[config.mk]
export PLATFORM = sky130hd
export DESIGN_NAME = fflags_pipe_flat
export DESIGN_NICKNAME = d
export VERILOG_FILES = /design/src/rtl/fflags_pipe_if.sv /design/src/rtl/fflags_pipe.sv /design/src/flat_wrapper.sv
export SDC_FILE = /design/constraint.sdc
export NUM_CORES = 1
export LEC_CHECK = 0
export ABC_AREA = 1
export BUFFER_PORTS_ARGS = -buffer_cell sky130_fd_sc_hd__buf_2
export CAP_MARGIN = 20
export CORE_UTILIZATION = 27
export CTS_BUF_LIST = sky130_fd_sc_hd__clkbuf_8
export CTS_CLUSTER_SIZE = 12
export DETAILED_ROUTE_END_ITERATION = 8
export GPL_TIMING_DRIVEN = 0
export PLACE_DENSITY_LB_ADDON = 0.3
export SLEW_MARGIN = 5
export SYNTH_ARGS = -nofsm -noshare
export SYNTH_HDL_FRONTEND = slang
export SYNTH_SLANG_ARGS = --single-unit
[constraint.sdc]
create_clock -name clk -period 1.22 [get_ports clk]
set_input_delay 0.061 -clock clk [delete_from_list [all_inputs] [get_ports clk]]
set_output_delay 0.061 -clock clk [all_outputs]
set_load 0.1 [all_outputs]
[src/rtl/fflags_pipe_if.sv]
// Execute/Memory-stage FP control bundle between pipeline control and fflags_pipe.
// Combinational frm/stall outputs; SetFflagsM is one register behind the E flag source.
interface fflags_pipe_if #(
   parameter int XLEN = 64
);
   logic            StallE;
   logic            StallM;
   logic            FlushE;
   logic            FlushM;
   logic            FpInstrE;
   logic [2:0]      RmE;
   logic [4:0]      FpuFlagsE;
   logic            FpuFlagValidE;
   logic            DivStartE;
   logic            DivDoneE;
   logic [4:0]      DivFlags;
   logic [2:0]      FRM_REGW;
   logic            WriteFRMM;
   logic [XLEN-1:0] CSRWriteValM;
   logic [11:0]     CSRAdrM;
   logic [2:0]      FRMResolvedE;
   logic            IllegalFRME;
   logic            FrmHazardE;
   logic            DivBusyE;
   logic            DivAbortE;
   logic [4:0]      SetFflagsM;

   modport master (
      output StallE, StallM, FlushE, FlushM, FpInstrE, RmE, FpuFlagsE, FpuFlagValidE,
             DivStartE, DivDoneE, DivFlags, FRM_REGW, WriteFRMM, CSRWriteValM, CSRAdrM,
      input  FRMResolvedE, IllegalFRME, FrmHazardE, DivBusyE, DivAbortE, SetFflagsM
   );

   modport slave (
      input  StallE, StallM, FlushE, FlushM, FpInstrE, RmE, FpuFlagsE, FpuFlagValidE,
             DivStartE, DivDoneE, DivFlags, FRM_REGW, WriteFRMM, CSRWriteValM, CSRAdrM,
      output FRMResolvedE, IllegalFRME, FrmHazardE, DivBusyE, DivAbortE, SetFflagsM
   );
endinterface

[src/rtl/fflags_pipe.sv]
// FP rounding-mode resolve, divider tracking and fflags E->M pipe; SetFflagsM 1-cycle latency.
// Stalls hold state, flushes clear synchronously; FRM_BYPASS_EN forwards M-stage frm writes.
module fflags_pipe #(
   parameter int XLEN = 64
) (
   input logic          clk,
   input logic          reset,
   fflags_pipe_if.slave bus
);
   typedef enum logic [1:0] {IDLE, BUSY, DONE} div_state_t;

   div_state_t      state, state_nxt;
   logic [4:0]      held_flags;
   logic [4:0]      flags_m;
   logic [4:0]      flags_e;
   logic [XLEN-1:0] csr_val;
   logic [2:0]      dyn_frm;
   logic [2:0]      frm_src;
   logic            dyn_rm;
   logic            capture;
   logic            unused_csr_hi;

   assign csr_val       = bus.CSRWriteValM;
   assign unused_csr_hi = ^csr_val[XLEN-1:8];

   // A write to the fcsr image carries frm in bits 7:5; a write to frm itself in bits 2:0.
   assign dyn_frm = (bus.CSRAdrM == 12'h003) ? csr_val[7:5] : csr_val[2:0];
   assign dyn_rm  = (bus.RmE == 3'b111);

`ifdef FRM_BYPASS_EN
   assign frm_src        = bus.WriteFRMM ? dyn_frm : bus.FRM_REGW;
   assign bus.FrmHazardE = 1'b0;
`else
   assign frm_src        = bus.FRM_REGW;
   assign bus.FrmHazardE = bus.FpInstrE & dyn_rm & bus.WriteFRMM;
`endif

   assign bus.FRMResolvedE = dyn_rm ? frm_src : bus.RmE;
   assign bus.IllegalFRME  = bus.FpInstrE & (bus.FRMResolvedE >= 3'd5);

   always_ff @(posedge clk or posedge reset) begin
      if (reset) state <= IDLE;
      else       state <= state_nxt;
   end

   always_comb begin
      state_nxt     = state;
      bus.DivBusyE  = 1'b0;
      bus.DivAbortE = 1'b0;
      capture       = 1'b0;
      case (state)
         IDLE: if (bus.DivStartE && !bus.FlushE) state_nxt = BUSY;
         BUSY: begin
            bus.DivBusyE = 1'b1;
            if (bus.FlushE) begin
               state_nxt     = IDLE;
               bus.DivAbortE = 1'b1;
            end else if (bus.DivDoneE) begin
               state_nxt = DONE;
               capture   = 1'b1;
            end
         end
         DONE: if (bus.FlushE || !bus.StallE) state_nxt = IDLE;
         default: state_nxt = IDLE;
      endcase
   end

   always_ff @(posedge clk or posedge reset) begin
      if (reset)                held_flags <= 5'b0;
      else if (capture)         held_flags <= bus.DivFlags;
      else if (state_nxt != DONE) held_flags <= 5'b0;
   end

   assign flags_e = (state == DONE)     ? held_flags :
                    bus.FpuFlagValidE   ? bus.FpuFlagsE : 5'b0;

   always_ff @(posedge clk or posedge reset) begin
      if (reset)            flags_m <= 5'b0;
      else if (bus.FlushM)  flags_m <= 5'b0;
      else if (!bus.StallM) flags_m <= flags_e;
   end

   assign bus.SetFflagsM = flags_m;
endmodule
[src/flat_wrapper.sv]
// flat-port wrapper written by rule: the top's interface ports become plain ports
module fflags_pipe_flat 
#(
   parameter int XLEN = 64
)
  (clk, reset, bus_StallE, bus_StallM, bus_FlushE, bus_FlushM, bus_FpInstrE, bus_RmE, bus_FpuFlagsE, bus_FpuFlagValidE, bus_DivStartE, bus_DivDoneE, bus_DivFlags, bus_FRM_REGW, bus_WriteFRMM, bus_CSRWriteValM, bus_CSRAdrM, bus_FRMResolvedE, bus_IllegalFRME, bus_FrmHazardE, bus_DivBusyE, bus_DivAbortE, bus_SetFflagsM);
  fflags_pipe_if #(.XLEN(XLEN)) bus_i ();
  input logic clk;
  input logic reset;
  input wire logic [$bits(bus_i.StallE)-1:0] bus_StallE;
  input wire logic [$bits(bus_i.StallM)-1:0] bus_StallM;
  input wire logic [$bits(bus_i.FlushE)-1:0] bus_FlushE;
  input wire logic [$bits(bus_i.FlushM)-1:0] bus_FlushM;
  input wire logic [$bits(bus_i.FpInstrE)-1:0] bus_FpInstrE;
  input wire logic [$bits(bus_i.RmE)-1:0] bus_RmE;
  input wire logic [$bits(bus_i.FpuFlagsE)-1:0] bus_FpuFlagsE;
  input wire logic [$bits(bus_i.FpuFlagValidE)-1:0] bus_FpuFlagValidE;
  input wire logic [$bits(bus_i.DivStartE)-1:0] bus_DivStartE;
  input wire logic [$bits(bus_i.DivDoneE)-1:0] bus_DivDoneE;
  input wire logic [$bits(bus_i.DivFlags)-1:0] bus_DivFlags;
  input wire logic [$bits(bus_i.FRM_REGW)-1:0] bus_FRM_REGW;
  input wire logic [$bits(bus_i.WriteFRMM)-1:0] bus_WriteFRMM;
  input wire logic [$bits(bus_i.CSRWriteValM)-1:0] bus_CSRWriteValM;
  input wire logic [$bits(bus_i.CSRAdrM)-1:0] bus_CSRAdrM;
  output wire logic [$bits(bus_i.FRMResolvedE)-1:0] bus_FRMResolvedE;
  output wire logic [$bits(bus_i.IllegalFRME)-1:0] bus_IllegalFRME;
  output wire logic [$bits(bus_i.FrmHazardE)-1:0] bus_FrmHazardE;
  output wire logic [$bits(bus_i.DivBusyE)-1:0] bus_DivBusyE;
  output wire logic [$bits(bus_i.DivAbortE)-1:0] bus_DivAbortE;
  output wire logic [$bits(bus_i.SetFflagsM)-1:0] bus_SetFflagsM;
  assign bus_i.StallE = bus_StallE;
  assign bus_i.StallM = bus_StallM;
  assign bus_i.FlushE = bus_FlushE;
  assign bus_i.FlushM = bus_FlushM;
  assign bus_i.FpInstrE = bus_FpInstrE;
  assign bus_i.RmE = bus_RmE;
  assign bus_i.FpuFlagsE = bus_FpuFlagsE;
  assign bus_i.FpuFlagValidE = bus_FpuFlagValidE;
  assign bus_i.DivStartE = bus_DivStartE;
  assign bus_i.DivDoneE = bus_DivDoneE;
  assign bus_i.DivFlags = bus_DivFlags;
  assign bus_i.FRM_REGW = bus_FRM_REGW;
  assign bus_i.WriteFRMM = bus_WriteFRMM;
  assign bus_i.CSRWriteValM = bus_CSRWriteValM;
  assign bus_i.CSRAdrM = bus_CSRAdrM;
  assign bus_FRMResolvedE = bus_i.FRMResolvedE;
  assign bus_IllegalFRME = bus_i.IllegalFRME;
  assign bus_FrmHazardE = bus_i.FrmHazardE;
  assign bus_DivBusyE = bus_i.DivBusyE;
  assign bus_DivAbortE = bus_i.DivAbortE;
  assign bus_SetFflagsM = bus_i.SetFflagsM;
  fflags_pipe #(.XLEN(XLEN)) u_core (.clk(clk), .reset(reset), .bus(bus_i));
endmodule
==> results.yml, run 1 <==
status:
  outcome: "finished clean"
timing:
  tns_ns: 0
  worst_hold_slack_ns: 0.0314
  slew_headroom_pct: 67.7
  finalCriticalPeriod_ns: 1.20
  worst_pin_slew_ns: 0.488
  fmaxAchievable_mhz: 834
  fin_skew_ns: 0.00435
  hold_viol: 0
  rsz0062_at_grt: "true"
  maxSlewViolCount: 0
  fin_crit_sh_pct: 98.3
  setup_viol: 0
clocking:
  clock-sinks: 12
  htree_levels: 1
  clk_latency_ns: 0.24
  cts_tree: "done"
  cts_max_path_buffers: 2
  clk_pin_slew_ns: 0.05
  numCtsBuffers: 3
  root_buffer: "clkbuf_8"
route:
  wl_per_cell_um: 10.2
  ant_nets: 0
  wirelength_um: 1720
  drtIter0Drc: 15
  routed_via_density: 4.21
  vias: 707
  drc: 0
  first_pass_iters: 4
synth:
  ys_async_sr_fraction_pct: 100
  syn_nets: 198
  yosys.area.top_type: "dfrtp_1"
  syn-cell-area_sq_um: 653
  synth_top_area_share_pct: 46.0
  synth_cells: 95
  yosysUniqueCellTypes: 14
  synthFlopType: "dfrtp_1"
  syn_avg_cell_area_sq_um: 6.88
  synth_enable_flop_cells: 0
  ys_top_cells_by_area: "dfrtp_1 (46%), nand2_1 (21%), inv_1 (9.2%)"
  ys_ff_latch: 12
  yosys_warnings: 0
  synthTopCellsByCount: "nand2_1 (36), inv_1 (16), dfrtp_1 (12)"
  yosysSeqAreaShare_pct: 46.0
  yosysMostFrequentCell: "nand2_1"
die:
  io_pins: 115
  dieArea_sq_mm: 0.00262
  rows: 17
  coreArea_sq_mm: 0.00225
  start_util_pct: 29.0
  die_y_um: 51.2
  die_w_um: 51.2
pwr:
  power.leakage_nw: 0.601
  p_per_area_mw_per_mm2: 1210
  peakVddDrop_mv: 0.674
placement:
  finalWeightedCongestion: 0.774
  place.detailed.hpwl_um: 1350
  placed_cell_area_sq_um: 902
  port_buffers: 38
finish:
  fin_nets: 244
  stdcell_area_sq_mm: 0.00101
  syn_to_final_growth_pct: 54.2
  n_fill_cell: 250
  drive_gt1_share_pct: 39.3
  diodes: 0
global_routing:
  grt_remaining_overflow: 0
  grt_first_pass_wirelength_um: 2990
  grt_antenna_before_repair: 0
  grt_pass1_vias: 716
  grt_usage_pct: 15.7
  grt_max_degree: 13
worst_setup_path:
  crit_path_end: "bus_DivAbortE"
  end_kind: "output pin"
  rrSetupSlack_ns: 0.12
  required_ns: 1.16
  cp_max_fo: 4
  r2r-end: "u_core.held_flags[2]"
  ff2ff_path_depth: 6
  crit_path_start_kind: "register"
  crit_path_start: "u_core.state[1]"
  criticalPathCategory: "reg2out"
  cp_data_arrival_time_ns: 1.14
  r2r-start: "u_core.state[1]"
hold_path:
  hold_path_depth: 3
  hold_class: "in2reg"
run:
  drv_cap: 0
## flip-flops by register name, summed over array words and instances (netlist names)
register and count:
u_core.bus.SetFflagsM 5, u_core.held_flags 5, u_core.state 2
## final cells by class
cell class / instances / area [sq um] / share of cell area, %
tap: 28 / 35.0 / 3.48
inverter: 18 / 67.6 / 6.71
multi-input combinational: 65 / 312 / 30.9
clock buffer: 4 / 55.1 / 5.47
sequential: 12 / 302 / 29.9
timing repair buffer: 41 / 236 / 23.5
## metrics by stage
step	setup WS (ns)	utilization [%]	std cells	total power, mW
after CTS	0.00765	44.6	168	1.23
after detailed placement	0.0198	40.0	161	0.766
after floorplan	-0.153	-	95	0.678
final	0.0206	44.7	168	1.21
after global routing	-0.0219	44.7	168	1.27
after global placement	0.0307	40.0	161	0.763
## worst min path at each step
| stage | startpoint | to |
|---|---|---|
| floorplan | reset | u_core.bus.SetFflagsM[0] |
| global placement | reset | u_core.bus.SetFflagsM[0] |
| detailed placement | reset | u_core.bus.SetFflagsM[2] |
| CTS | bus_DivFlags[3] | u_core.held_flags[3] |
| global route | bus_DivFlags[0] | u_core.held_flags[0] |
| finish | bus_DivFlags[0] | u_core.held_flags[0] |
## what timing repair did
| action | in CTS | in global routing |
|---|---|---|
| gates resized for setup | 7 | 2 |
| setup endpoints to repair | 2 | 11 |
| hold buffers | 1 | 0 |
| endpoints found under the hold margin | 12 | 0 |
| setup buffers | 2 | 0 |
## cells by family after synthesis
| group | share of synthesized area [%] |
|---|---|
| AOI/OAI and AO/OA | 5.75 |
| and+or+nand+nor | 37.9 |
| buffers and inverters | 10.3 |
| DFF | 46.0 |
## placed cells by master, fill, tap and decap left out
| master | count |
|---|---|
| nand4_1 | 1 |
| buf_2 | 36 |
| clkbuf_8 | 4 |
| o21ai_1 | 5 |
| nor3_4 | 1 |
| nor2_4 | 1 |
| nor2_2 | 3 |
| dlygate4sd3_1 | 1 |
| dfrtp_1 | 11 |
| nand4_2 | 1 |
| nand3_1 | 10 |
| and2_1 | 1 |
| buf_12 | 1 |
| buf_4 | 2 |
| nand2_2 | 1 |
| o21ai_0 | 1 |
| nand2_1 | 36 |
| nor2_1 | 3 |
| a22oi_1 | 1 |
| inv_2 | 3 |
| buf_6 | 1 |
| dfrtp_2 | 1 |
| inv_1 | 15 |
## routing by layer
| layer | global-route usage, % | share of wire, % | up-vias |
|---|---|---|---|
| met5 | 0 | 0 | - |
| met4 | 9.72 | 1.5 | 0 |
| met3 | 2.08 | 8.0 | 4 |
| met2 | 24.6 | 44 | 28 |
| met1 | 20.1 | 46 | 294 |
| li1 | - | - | 381 |
## report_power, final
| group | leakage [nW] | internal [mW] | total [mW] | switching [mW] |
|---|---|---|---|---|
| logic | 0.410 | 0.0910 | 0.352 | 0.261 |
| clock network | 0.0288 | 0.285 | 0.434 | 0.149 |
| registers | 0.162 | 0.415 | 0.428 | 0.0125 |
## worst max-delay path: stages, from the launching register on
cell and delay [ns]:
dfrtp_2 0.46, nor3_4 0.24, buf_12 0.20
Power figures use the tool's default switching activity.
==> run 2: changes to the inputs <==
CELL_PAD_IN_SITES_DETAIL_PLACEMENT = 1   (was default)
CELL_PAD_IN_SITES_GLOBAL_PLACEMENT = 1   (was default)
CORE_UTILIZATION = 15   (was 27)
==> results.yml, run 2 (synthesized netlist as in run 1, its figures left out) <==
status:
  outcome: "finished clean"
placement:
  placed_cell_area_sq_um: 930
  place_ws_ns: 0.0284
  port_buffers: 38
  place.detailed.hpwl_um: 1660
  finalWeightedCongestion: 0.634
  place_inst: 183
die:
  io_pins: 115
  die_y_um: 68.0
  die_w_um: 68.0
  start_util_pct: 16.0
  rows: 23
  coreArea_sq_mm: 0.00409
  dieArea_sq_mm: 0.00462
global_routing:
  grt_first_pass_wirelength_um: 3170
  grt_usage_pct: 9.12
  grt_pass1_vias: 762
  grt_remaining_overflow: 0
  grt_antenna_before_repair: 0
  grt_max_degree: 13
finish:
  stdcell_area_sq_mm: 0.00102
  syn_to_final_growth_pct: 56.9
  final_cells: 189
  fin_nets: 243
  n_fill_cell: 521
  diodes: 0
  drive_gt1_share_pct: 38.1
  final_cell_mix: "nand2_1 (36), buf_2 (36), inv_1 (15)"
  utilization_pct: 25.1
clocking:
  cts_tree: "done"
  clk_latency_ns: 0.24
  clock-sinks: 12
  clk_pin_slew_ns: 0.05
  numCtsBuffers: 3
  root_buffer: "clkbuf_8"
  htree_levels: 1
  cts_max_path_buffers: 2
worst_setup_path:
  rrSetupSlack_ns: 0.16
  crit_path_start_kind: "register"
  criticalPathCategory: "reg2out"
  crit_path_start: "u_core.state[1]"
  cpMaxStageDelayCell: "dfrtp_2"
  crit_chain: "nor3_4 -> buf_12"
  cp_data_arrival_time_ns: 1.12
  crit_family: "flip-flops"
  r2r-end: "u_core.bus.SetFflagsM[3]"
  required_ns: 1.16
  end_kind: "output pin"
  cp_num_buf_inv: 1
  ff2ff_path_depth: 6
  r2r-start: "u_core.state[1]"
  cp_max_fo: 5
  cpPeakStageDelay_ns: 0.45
pwr:
  power_switching_uw: 429
  swShare_pct: 35.2
  p_per_area_mw_per_mm2: 1190
  peakVddDrop_mv: 0.563
  p_int_uw: 789
  p_clk_share_pct: 36.1
  power.leakage_nw: 0.595
  combPwrFrac_pct: 28.8
  p_seq_share_pct: 35.1
route:
  wl_per_cell_um: 10.1
  vias: 728
  routed_via_density: 3.85
  drtIter0Drc: 5
  ant_nets: 0
  first_pass_iters: 2
  wirelength_um: 1900
  drc: 0
timing:
  worst_pin_slew_ns: 0.496
  fin_crit_sh_pct: 96.7
  fin_skew_ns: 0.000350
  hold_viol: 0
  maxSlewViolCount: 0
  worst_hold_slack_ns: 0.0347
  setup_viol: 0
  slew_headroom_pct: 67.2
  setup_ws_ns: 0.0407
  finalCriticalPeriod_ns: 1.18
  rsz0062_at_grt: "true"
  fmaxAchievable_mhz: 848
hold_path:
  hold_class: "in2reg"
  worstHoldStart: "bus_DivFlags[1]"
  min_to: "u_core.held_flags[1]"
  hold_path_depth: 3
run:
  drv_cap: 0
run 2: changes by cell type in the layout (fill, tap and decap cells not counted), sizes merged:
| cell | change |
|---|---|
| buf | -1 |
run 2: worst max-delay path by stage:
| stage | to | slack, ns | cells after the start |
|---|---|---|---|
| after floorplan | bus_DivAbortE | -0.15 | 1 |
| after global routing | bus_DivAbortE | -0.0006 | 2 |
| after detailed placement | bus_DivAbortE | 0.03 | 2 |
| after CTS | bus_DivAbortE | -0.002 | 2 |
| final | bus_DivAbortE | 0.04 | 2 |
| after global placement | bus_DivAbortE | 0.04 | 2 |
run 2: stage by stage:
step	TNS [ns]	power [mW]
floorplan	-0.153	0.678
global placement	0	0.765
detailed placement	0	0.773
CTS	-0.00210	1.24
global route	-0.000588	1.28
finish	0	1.22
run 2: tightest hold or removal path, delay by kind of cell:
kind / cells / cell delay, ns
buffers and inverters: 1 / 0.07
and+or+nand+nor: 1 / 0.04
AOI/OAI and AO/OA: 1 / 0.06
run 2: power by group through the flow:
| stage | clock, mW | combinational (mW) | sequential (mW) |
|---|---|---|---|
| floorplan | 0 | 0.182 | 0.496 |
| global placement | 0 | 0.330 | 0.435 |
| detailed placement | 0 | 0.337 | 0.436 |
| CTS | 0.454 | 0.353 | 0.429 |
| global route | 0.474 | 0.378 | 0.430 |
| finish | 0.440 | 0.350 | 0.428 |
run 2: final cells by class:
| cell class | instances | area, sq um | area share, % |
|---|---|---|---|
| Timing Repair Buffer | 40 | 229 | 22.3 |
| Clock buffer | 4 | 55.1 | 5.37 |
| Sequential cell | 12 | 302 | 29.4 |
| Inverter | 18 | 67.6 | 6.59 |
| Tap cell | 50 | 62.6 | 6.11 |
| Multi-Input combinational cell | 65 | 309 | 30.2 |
run 2: layer usage:
| layer | share of wire (%) | vias to the layer above | track usage (%) |
|---|---|---|---|
| met4 | 0.63 | 0 | 2.34 |
| li1 | - | 378 | - |
| met2 | 47 | 32 | 15.9 |
| met3 | 9.1 | 2 | 2.83 |
| met5 | 0 | - | 0 |
| met1 | 44 | 316 | 10.7 |
run 2: what timing repair did:
action,4_1_cts,5_1_grt
endpoints found under the setup margin,2,1
pin swaps,0,0
endpoints found under the hold margin,12,0
buffers inserted,0,1
gates resized for setup,8,0
hold buffers,1,0
